`src/rtl/multicycle_control_unit.sv`:
```
// Multi-cycle control unit: sequences each instruction through FETCH/DECODE/EXECUTE/MEM/WRITEBACK,
// with a bounded memory handshake, conditional branch, HALT, illegal-opcode trap and a retire counter.
module multicycle_control_unit #(
  parameter int OPCODE_W    = 4,
  parameter int MEM_TIMEOUT = 16,
  parameter int CNT_W       = 16
) (
  input  logic                clk,
  input  logic                rst,
  input  logic [OPCODE_W-1:0] opcode,
  input  logic                mem_ready,
  input  logic                zero,
  output logic                pc_write,
  output logic                ir_write,
  output logic                inst_fetch,
  output logic                mem_read,
  output logic                mem_write,
  output logic                reg_write,
  output logic [1:0]          alu_op,
  output logic                alu_src,
  output logic                jump,
  output logic                branch_taken,
  output logic                halted,
  output logic                illegal_op,
  output logic                bus_error,
  output logic [CNT_W-1:0]    retired
);

  localparam int            TW      = (MEM_TIMEOUT > 2) ? $clog2(MEM_TIMEOUT) : 1;
  localparam logic [TW-1:0] T_LIMIT = TW'(MEM_TIMEOUT - 1);

  typedef enum logic [2:0] {
    S_FETCH,
    S_DECODE,
    S_EXECUTE,
    S_MEM,
    S_WRITEBACK,
    S_HALT
  } state_t;

  typedef enum logic [3:0] {
    K_ADD,
    K_SUB,
    K_AND,
    K_OR,
    K_LOAD,
    K_STORE,
    K_JUMP,
    K_BEQ,
    K_HALT,
    K_ILLEGAL
  } op_kind_t;

  // Any set bit above the low nibble makes the opcode illegal.
  function automatic op_kind_t classify(input logic [OPCODE_W-1:0] op);
    op_kind_t k;
    k = K_ILLEGAL;
    if ((op >> 4) == '0) begin
      case (op[3:0])
        4'h0:    k = K_ADD;
        4'h1:    k = K_SUB;
        4'h2:    k = K_AND;
        4'h3:    k = K_OR;
        4'h4:    k = K_LOAD;
        4'h5:    k = K_STORE;
        4'h6:    k = K_JUMP;
        4'h7:    k = K_BEQ;
        4'hF:    k = K_HALT;
        default: k = K_ILLEGAL;
      endcase
    end
    return k;
  endfunction

  function automatic logic [1:0] alu_code(input op_kind_t k);
    logic [1:0] c;
    case (k)
      K_SUB:   c = 2'b01;
      K_AND:   c = 2'b10;
      K_OR:    c = 2'b11;
      default: c = 2'b00;
    endcase
    return c;
  endfunction

  state_t              r_state;
  logic [OPCODE_W-1:0] r_opcode;
  logic [TW-1:0]       r_tcnt;
  logic [CNT_W-1:0]    r_retired;

  state_t   w_state_next;
  op_kind_t w_dec_kind;
  op_kind_t w_exe_kind;
  logic     w_mem_timeout;
  logic     w_tcnt_inc;
  logic     w_retire;
  logic     w_pc_write;
  logic     w_ir_write;
  logic     w_inst_fetch;
  logic     w_mem_read;
  logic     w_mem_write;
  logic     w_reg_write;
  logic [1:0] w_alu_op;
  logic     w_alu_src;
  logic     w_jump;
  logic     w_branch_taken;
  logic     w_halted;
  logic     w_illegal_op;
  logic     w_bus_error;

  assign w_dec_kind    = classify(opcode);
  assign w_exe_kind    = classify(r_opcode);
  assign w_mem_timeout = (r_tcnt == T_LIMIT) && !mem_ready;
  // Counter runs only while waiting; any other cycle clears it, so it is zero on entry to FETCH/MEM.
  assign w_tcnt_inc    = ((r_state == S_FETCH) || (r_state == S_MEM)) && !mem_ready && !w_mem_timeout;

  // NOTE: sequential state uses non-blocking (<=) so every register samples pre-edge values.
  always_ff @(posedge clk) begin
    if (rst) begin
      r_state <= S_FETCH;
    end else begin
      r_state <= w_state_next;
    end
  end

  always_ff @(posedge clk) begin
    if (rst) begin
      r_opcode  <= '0;
      r_tcnt    <= '0;
      r_retired <= '0;
    end else begin
      if (r_state == S_DECODE) begin
        r_opcode <= opcode;
      end
      if (w_tcnt_inc) begin
        r_tcnt <= r_tcnt + 1'b1;
      end else begin
        r_tcnt <= '0;
      end
      if (w_retire && (r_retired != '1)) begin
        r_retired <= r_retired + 1'b1;
      end
    end
  end

  // NOTE: every signal driven here gets a default first, so no path can infer a latch.
  always_comb begin
    w_state_next   = r_state;
    w_retire       = 1'b0;
    w_pc_write     = 1'b0;
    w_ir_write     = 1'b0;
    w_inst_fetch   = 1'b0;
    w_mem_read     = 1'b0;
    w_mem_write    = 1'b0;
    w_reg_write    = 1'b0;
    w_alu_op       = 2'b00;
    w_alu_src      = 1'b0;
    w_jump         = 1'b0;
    w_branch_taken = 1'b0;
    w_halted       = 1'b0;
    w_illegal_op   = 1'b0;
    w_bus_error    = 1'b0;

    case (r_state)
      S_FETCH: begin
        w_inst_fetch = 1'b1;
        w_mem_read   = 1'b1;
        if (mem_ready) begin
          w_ir_write   = 1'b1;
          w_pc_write   = 1'b1;
          w_state_next = S_DECODE;
        end else if (w_mem_timeout) begin
          // PC untouched, so the same fetch is retried.
          w_bus_error  = 1'b1;
          w_state_next = S_FETCH;
        end
      end

      S_DECODE: begin
        case (w_dec_kind)
          K_ILLEGAL: begin
            w_illegal_op = 1'b1;
            w_state_next = S_FETCH;
          end
          K_HALT:  w_state_next = S_HALT;
          default: w_state_next = S_EXECUTE;
        endcase
      end

      S_EXECUTE: begin
        case (w_exe_kind)
          K_ADD, K_SUB, K_AND, K_OR: begin
            w_alu_op     = alu_code(w_exe_kind);
            w_state_next = S_WRITEBACK;
          end
          K_LOAD, K_STORE: begin
            w_alu_src    = 1'b1;
            w_state_next = S_MEM;
          end
          K_JUMP: begin
            w_jump       = 1'b1;
            w_pc_write   = 1'b1;
            w_retire     = 1'b1;
            w_state_next = S_FETCH;
          end
          K_BEQ: begin
            w_alu_op       = 2'b01;
            w_branch_taken = zero;
            w_pc_write     = zero;
            w_retire       = 1'b1;
            w_state_next   = S_FETCH;
          end
          default: w_state_next = S_FETCH;
        endcase
      end

      S_MEM: begin
        w_alu_src = 1'b1;
        if (w_exe_kind == K_STORE) begin
          w_mem_write = 1'b1;
        end else begin
          w_mem_read = 1'b1;
        end
        if (mem_ready) begin
          if (w_exe_kind == K_STORE) begin
            w_retire     = 1'b1;
            w_state_next = S_FETCH;
          end else begin
            w_state_next = S_WRITEBACK;
          end
        end else if (w_mem_timeout) begin
          w_bus_error  = 1'b1;
          w_state_next = S_FETCH;
        end
      end

      S_WRITEBACK: begin
        w_reg_write  = 1'b1;
        w_alu_op     = alu_code(w_exe_kind);
        w_retire     = 1'b1;
        w_state_next = S_FETCH;
      end

      S_HALT: begin
        w_halted     = 1'b1;
        w_state_next = S_HALT;
      end

      default: w_state_next = S_FETCH;
    endcase
  end

  // Every output reads as zero during the reset cycle, whatever state precedes it.
  assign pc_write     = w_pc_write     & ~rst;
  assign ir_write     = w_ir_write     & ~rst;
  assign inst_fetch   = w_inst_fetch   & ~rst;
  assign mem_read     = w_mem_read     & ~rst;
  assign mem_write    = w_mem_write    & ~rst;
  assign reg_write    = w_reg_write    & ~rst;
  assign alu_op       = rst ? 2'b00 : w_alu_op;
  assign alu_src      = w_alu_src      & ~rst;
  assign jump         = w_jump         & ~rst;
  assign branch_taken = w_branch_taken & ~rst;
  assign halted       = w_halted       & ~rst;
  assign illegal_op   = w_illegal_op   & ~rst;
  assign bus_error    = w_bus_error    & ~rst;
  assign retired      = rst ? '0 : r_retired;

  a_rw_exclusive: assert property (@(posedge clk) !(mem_read && mem_write));
  a_pc_src_exclusive: assert property (@(posedge clk) !(jump && branch_taken));

endmodule
```
`config.mk`:
```
export PLATFORM = sky130hd
export DESIGN_NAME = multicycle_control_unit
export DESIGN_NICKNAME = d
export VERILOG_FILES = /design/src/rtl/multicycle_control_unit.sv
export SDC_FILE = /design/constraint.sdc
export NUM_CORES = 1
export LEC_CHECK = 0
export CAP_MARGIN = 15
export CORE_UTILIZATION = 45
export DETAILED_ROUTE_END_ITERATION = 10
export PLACE_DENSITY = 0.71
export SYNTH_ARGS = -nofsm -noshare
export SYNTH_HDL_FRONTEND = slang
export SYNTH_SLANG_ARGS = --single-unit
```
`constraint.sdc`:
```
create_clock -name clk -period 1.8 [get_ports clk]
set_input_delay 0.27 -clock clk [delete_from_list [all_inputs] [get_ports clk]]
set_output_delay 0.27 -clock clk [all_outputs]
set_load 0.02 [all_outputs]
```
==> results of run 1 <==
[per-layer routing]
layer / wire length [um] / vias to the layer above / GRT usage
met2: 2150 / 41 / 0.360
met3: 160 / 5 / 0.0482
met4: 48 / 0 / 0.0750
met1: 2170 / 858 / 0.309
li1: - / 927 / -
met5: 0 / - / 0
[power by group through the flow]
stage / registers (mW) / logic [mW] / clock network [mW]
after CTS: 0.716 / 0.225 / 0.721
after global placement: 0.730 / 0.218 / 0
after floorplan: 0.728 / 0.115 / 0
final: 0.716 / 0.237 / 0.708
after detailed placement: 0.731 / 0.221 / 0
after global routing: 0.717 / 0.257 / 0.755
[final timing paths]
check,start,slack (ps),cells after the start,endpoint
worst max-delay path,w_exe_kind[2],-50,6,mem_write
worst min-delay path,r_tcnt[0],460,1,r_tcnt[0]
worst max register to register,r_state[2],10,7,r_retired[9]
worst min register to register,r_tcnt[0],460,1,r_tcnt[0]
[state kept, by name (all words and copies together) (netlist names)]
name        cells
r_state         3
w_exe_kind      4
r_retired      16
r_tcnt          4
r_opcode        4
[layout by cell type, fill, tap and decap left out, types with 5 or more instances in the layout]
master and count:
nor2_1 28, a21oi_1 9, nor2b_1 16, mux2_4 5, buf_4 46, clkdlybuf4s50_1 7
clkbuf_8 6, nand2_1 13, mux2_2 5, buf_2 15, dlygate4sd2_1 5, nand4_1 7
nor2_2 5, o21ai_0 6, nor3_1 6, dfxtp_1 26, nand3_1 10
[worst max-delay path, cell delays in order, from the launching register on]
cell,delay [ps]
dfxtp_2,330
buf_4,130
and4bb_1,210
buf_4,140
buf_4,130
and4_2,210
buf_2,150
[cell type report]
cell class | instances | area (um^2) | area share
Clock inverter | 2 | 35.0 | 0.0131
Clock buffer | 6 | 82.6 | 0.0308
Multi-Input combinational cell | 167 | 1190 | 0.445
Sequential cell | 31 | 629 | 0.235
Tap cell | 48 | 60.1 | 0.0224
Timing Repair Buffer | 86 | 664 | 0.248
Inverter | 4 | 15.0 | 0.00561
[what timing repair did]
action | in CTS | in global routing
buffers inserted | 2 | 5
pin swaps | 4 | 12
gates resized for setup | 111 | 35
setup endpoints to repair | 39 | 35
gates cloned | 0 | 0
[synthesized netlist by cell type (all sizes together) (4+ instances only)]
cell / number / area [um^2]
o21ai: 6 / 30.0
nand3: 10 / 50.1
and4: 4 / 37.5
nor3: 9 / 45.0
nor2b: 16 / 100
buf: 4 / 32.5
nor3b: 4 / 35.0
clkbuf: 5 / 28.8
nand2b: 4 / 25.0
mux2: 10 / 113
and3: 5 / 36.3
nor2: 33 / 124
a21oi: 13 / 68.8
nand4: 7 / 43.8
inv: 4 / 15.0
nand2: 15 / 58.8
dfxtp: 31 / 621
[cells by family (layout without fill, tap and decap cells)]
group,after synthesis,count (layout),share of synthesized area
compound gates,32,32,0.121
buf+inv,13,98,0.0438
mux,12,12,0.0762
simple gates,118,118,0.374
flops,31,31,0.356
fa+ha+maj,2,2,0.0144
xor+xnor,3,3,0.0151
==> impl_results.md, run 1 <==
* Net count after synthesis at 221
* Status: complete, but fails checks
* Die ar. at 4120 um^2
* Root Driver: clkbuf_8
* Number of synthesized flops with an enable pin at 0
* Sequential Power Share at 0.431
* Placed Cells at 329
* Area delta synth->final at 53.7%
* Min cycle time layout at 1850 ps
* Main synth FF type: dfxtp_1
* CTS Sinks at 31
* Final setup margin at -48.0 ps
* Slew @ Worst Pin at 470 ps
* Pre-CTS setup slack at -479 ps
* Clock Latency Late Sink at 290 ps
* Syn Area/Cell at 8.25 um^2
* Core Region at 3690 um^2
* Non-Filler Instances at 344
* CTS clk-pin slew, worst paths at 60 ps
* Int Pwr at 1.27 mW
* Count of final setup violators at 2
* I/O pin count at 38
* Total CTS buffers at 5
* Number of distinct library cells after synthesis at 46
* Async SR Flop Fraction at 0
* Syn. warnings at 0
* Arrival @ worst endpoint at 1580 ps
* Max-capacitance violation count at 0
* Endpoint class of the critical path: output port
* Wire length per cell at 13.2 um
* Number of DRC markers in iteration 0 at 63
* Vias per Instance at 5.32
* Initial antenna violation count at 0
* Max H-tree Level at 2
* Drt first pass iters at 4
* Net Sw Power at 0.389 mW
* Vias in the first global route at 1645
* First-pass GRT wire length at 7310 um
* Clock tree from TritonCTS: built
* Final Hold Viols at 0
* Worst min path class: flip-flop to flip-flop
* Post-route setup TNS at -50.0 ps
* CP Class: flip-flop to output port
* Slew Viols, Final at 0
* Initial Util at 0.472
* Final hold slack at 458 ps
* PortBufs at 37
* Violated checks: negative setup slack
* Die height at 64.2 um
* Post-route ant nets at 0
* Share of post-route cells with drive strength above 1 at 0.422
* Total number of vias at 1831
* Finished Core Util at 0.726
* PwrDens at 620 nW/um^2
* Clk buf depth at 2
* Post-Syn Area at 1740 um^2
* Grt total ovfl at 0
* Peak VDD IR at 554 uV
* Unrepaired setup endpoints after global routing: true
* Sequential share of the synthesized area at 0.356
* Gate Count Post-Synth at 211
* Seq cells post-synth at 31
* Combinational power share at 0.143
* Ant diodes at 0
* Routability cong. at 0.801
* Area post-placement at 2430 um^2
* Critical Path Start Type: flip-flop
* Post-Route WL at 4530 um
* Nets at 305
* Row count at 22
* HPWL after DPL at 3210 um
* Largest net degree at the start of global routing at 19
* Die W at 64.2 um
* Fill count at 289
* Slew HR at 0.684
* Design area at 2680 um^2
* Critical path required time at 1530 ps
* Crit-path max FO at 4
* Net Sw Frac at 0.234
* Share of power burned in the clock network at 0.426
* DRC viols at 0
* Total Power at 1.66 mW
* Crit share post-route at 1.03
* Leakage power at 1.23 nW
* All-layer global routing usage at 0.229
* Worst Skew at 7.46 ps
* Max Freq at 0.541 GHz
* Cts hold-fix bufs at 0
No activity file was read; power rests on OpenSTA's default activity.
==> inputs of run 2 (changes only) <==
CORE_ASPECT_RATIO = 1.2   (was not set)
CTS_CLUSTER_SIZE = 24   (was not set)
==> impl_results.md, run 2 (synthesized netlist as in run 1, its figures left out) <==
* Status: finished clean
* Critical Path Start Type: flip-flop
* Total Power at 1.48 mW
* Root Driver: clkbuf_8
* Crit-path max FO at 7
* All-layer global routing usage at 0.221
* Max H-tree Level at 2
* Area delta synth->final at 54.3%
* Peak VDD IR at 563 uV
* Clk buf depth at 2
* Count of final setup violators at 0
* Endpoint class of the critical path: flip-flop
* Final Hold Viols at 0
* Max Freq at 0.559 GHz
* Sequential Power Share at 0.487
* Most common cell after layout, fill and taps aside: buf_4
* Core Region at 3660 um^2
* I/O pin count at 38
* Fill count at 286
* CP Class: flip-flop to flip-flop
* Most frequent cells in the layout: buf_4, nor2_1, dfxtp_1, nor2b_1, nand2_1
* Worst min path class: flip-flop to flip-flop
* Die W at 58.8 um
* Critical path required time at 1970 ps
* Largest Register: r_retired
* Share of post-route cells with drive strength above 1 at 0.432
* Min cycle time layout at 1790 ps
* Cts hold-fix bufs at 0
* PwrDens at 549 nW/um^2
* First-pass GRT wire length at 6990 um
* Die height at 70.2 um
* Clock Latency Late Sink at 280 ps
* Unrepaired setup endpoints after global routing: true
* Arrival @ worst endpoint at 1960 ps
* DRC viols at 0
* Crit share post-route at 0.994
* CTS Sinks at 31
* Clock tree from TritonCTS: built
* HPWL after DPL at 3270 um
* Die ar. at 4120 um^2
* Net Sw Power at 0.384 mW
* Grt total ovfl at 0
* Total CTS buffers at 5
* CTS clk-pin slew, worst paths at 60 ps
* Share of power burned in the clock network at 0.342
* Total number of vias at 1826
* Net Sw Frac at 0.260
* Max-capacitance violation count at 0
* Initial Util at 0.475
* Slew @ Worst Pin at 430 ps
* Combinational power share at 0.171
* Vias in the first global route at 1634
* Row count at 24
* Leakage power at 1.16 nW
* Wire length per cell at 13.5 um
* Routability cong. at 0.807
* Ant diodes at 0
* Post-Route WL at 4670 um
* Drt first pass iters at 4
* Worst Skew at 4.21 ps
* Slew Viols, Final at 0
* PortBufs at 37
* Number of DRC markers in iteration 0 at 49
* Largest net degree at the start of global routing at 18
* Final hold slack at 454 ps
* Max reg flops at 16
* Int Pwr at 1.09 mW
* Initial antenna violation count at 0
* Vias per Instance at 5.28
* Post-route ant nets at 0
* Slew HR at 0.711
* Nets at 305
run 2: critical path, cell delays in order, from the launching register on:
cell and delay [ps]:
dfxtp_2 340, and2b_4 250, buf_4 110, nand4_1 140
and3_4 260, nor3_2 210, mux2_2 360
run 2: timing repair:
item                       CTS  global route
setup buffers                0             3
pin swaps                    2            19
setup endpoints to repair   32            34
cloned                       0             1
gates resized for setup     97            56
run 2: power groups by stage:
stage | clock network, mW | logic [mW] | registers [mW]
2_1_floorplan | 0 | 0.115 | 0.728
3_5_place_dp | 0 | 0.223 | 0.730
6_report | 0.504 | 0.253 | 0.718
5_1_grt | 0.559 | 0.274 | 0.720
4_1_cts | 0.515 | 0.223 | 0.715
3_3_place_gp | 0 | 0.221 | 0.729
run 2: per-stage QoR:
step | cell area [um^2] | setup TNS [ps] | worst slack (ps) | std cells | util
6_report | 2690 | 0 | 10.3 | 346 | 0.734
5_1_grt | 2690 | -354 | -75.8 | 346 | 0.734
4_1_cts | 2530 | -101 | -68.3 | 342 | 0.691
3_5_place_dp | 2460 | -10910 | -443 | 336 | 0.671
3_3_place_gp | 2460 | -10530 | -442 | 336 | 0.671
2_1_floorplan | 1750 | 0 | 7.94 | 211 | -
run 2: final timing paths:
| path | startpoint | end | slack (ps) | depth (start not counted) |
|---|---|---|---|---|
| max | r_state[2] | r_retired[7] | 10 | 6 |
| min | r_tcnt[0] | r_tcnt[0] | 450 | 1 |
| max reg2reg | r_state[2] | r_retired[7] | 10 | 6 |
| min reg2reg | r_tcnt[0] | r_tcnt[0] | 450 | 1 |
run 2: layout make-up:
| class | instances | area [um^2] | area share |
|---|---|---|---|
| clock buffers | 6 | 72.6 | 0.0270 |
| inverters | 4 | 15.0 | 0.00559 |
| multi-input cells | 168 | 1220 | 0.453 |
| flip-flops and latches | 31 | 627 | 0.233 |
| well taps | 52 | 65.1 | 0.0242 |
| repair buffers | 85 | 689 | 0.257 |
run 2: per-layer routing:
metal  vias to the layer above  GRT usage  wire length (um)
li1                        924          -                 -
met3                         7     0.0648               133
met1                       858      0.235              1870
met4                         0     0.0608                89
met2                        37      0.409              2580
met5                         -          0                 0
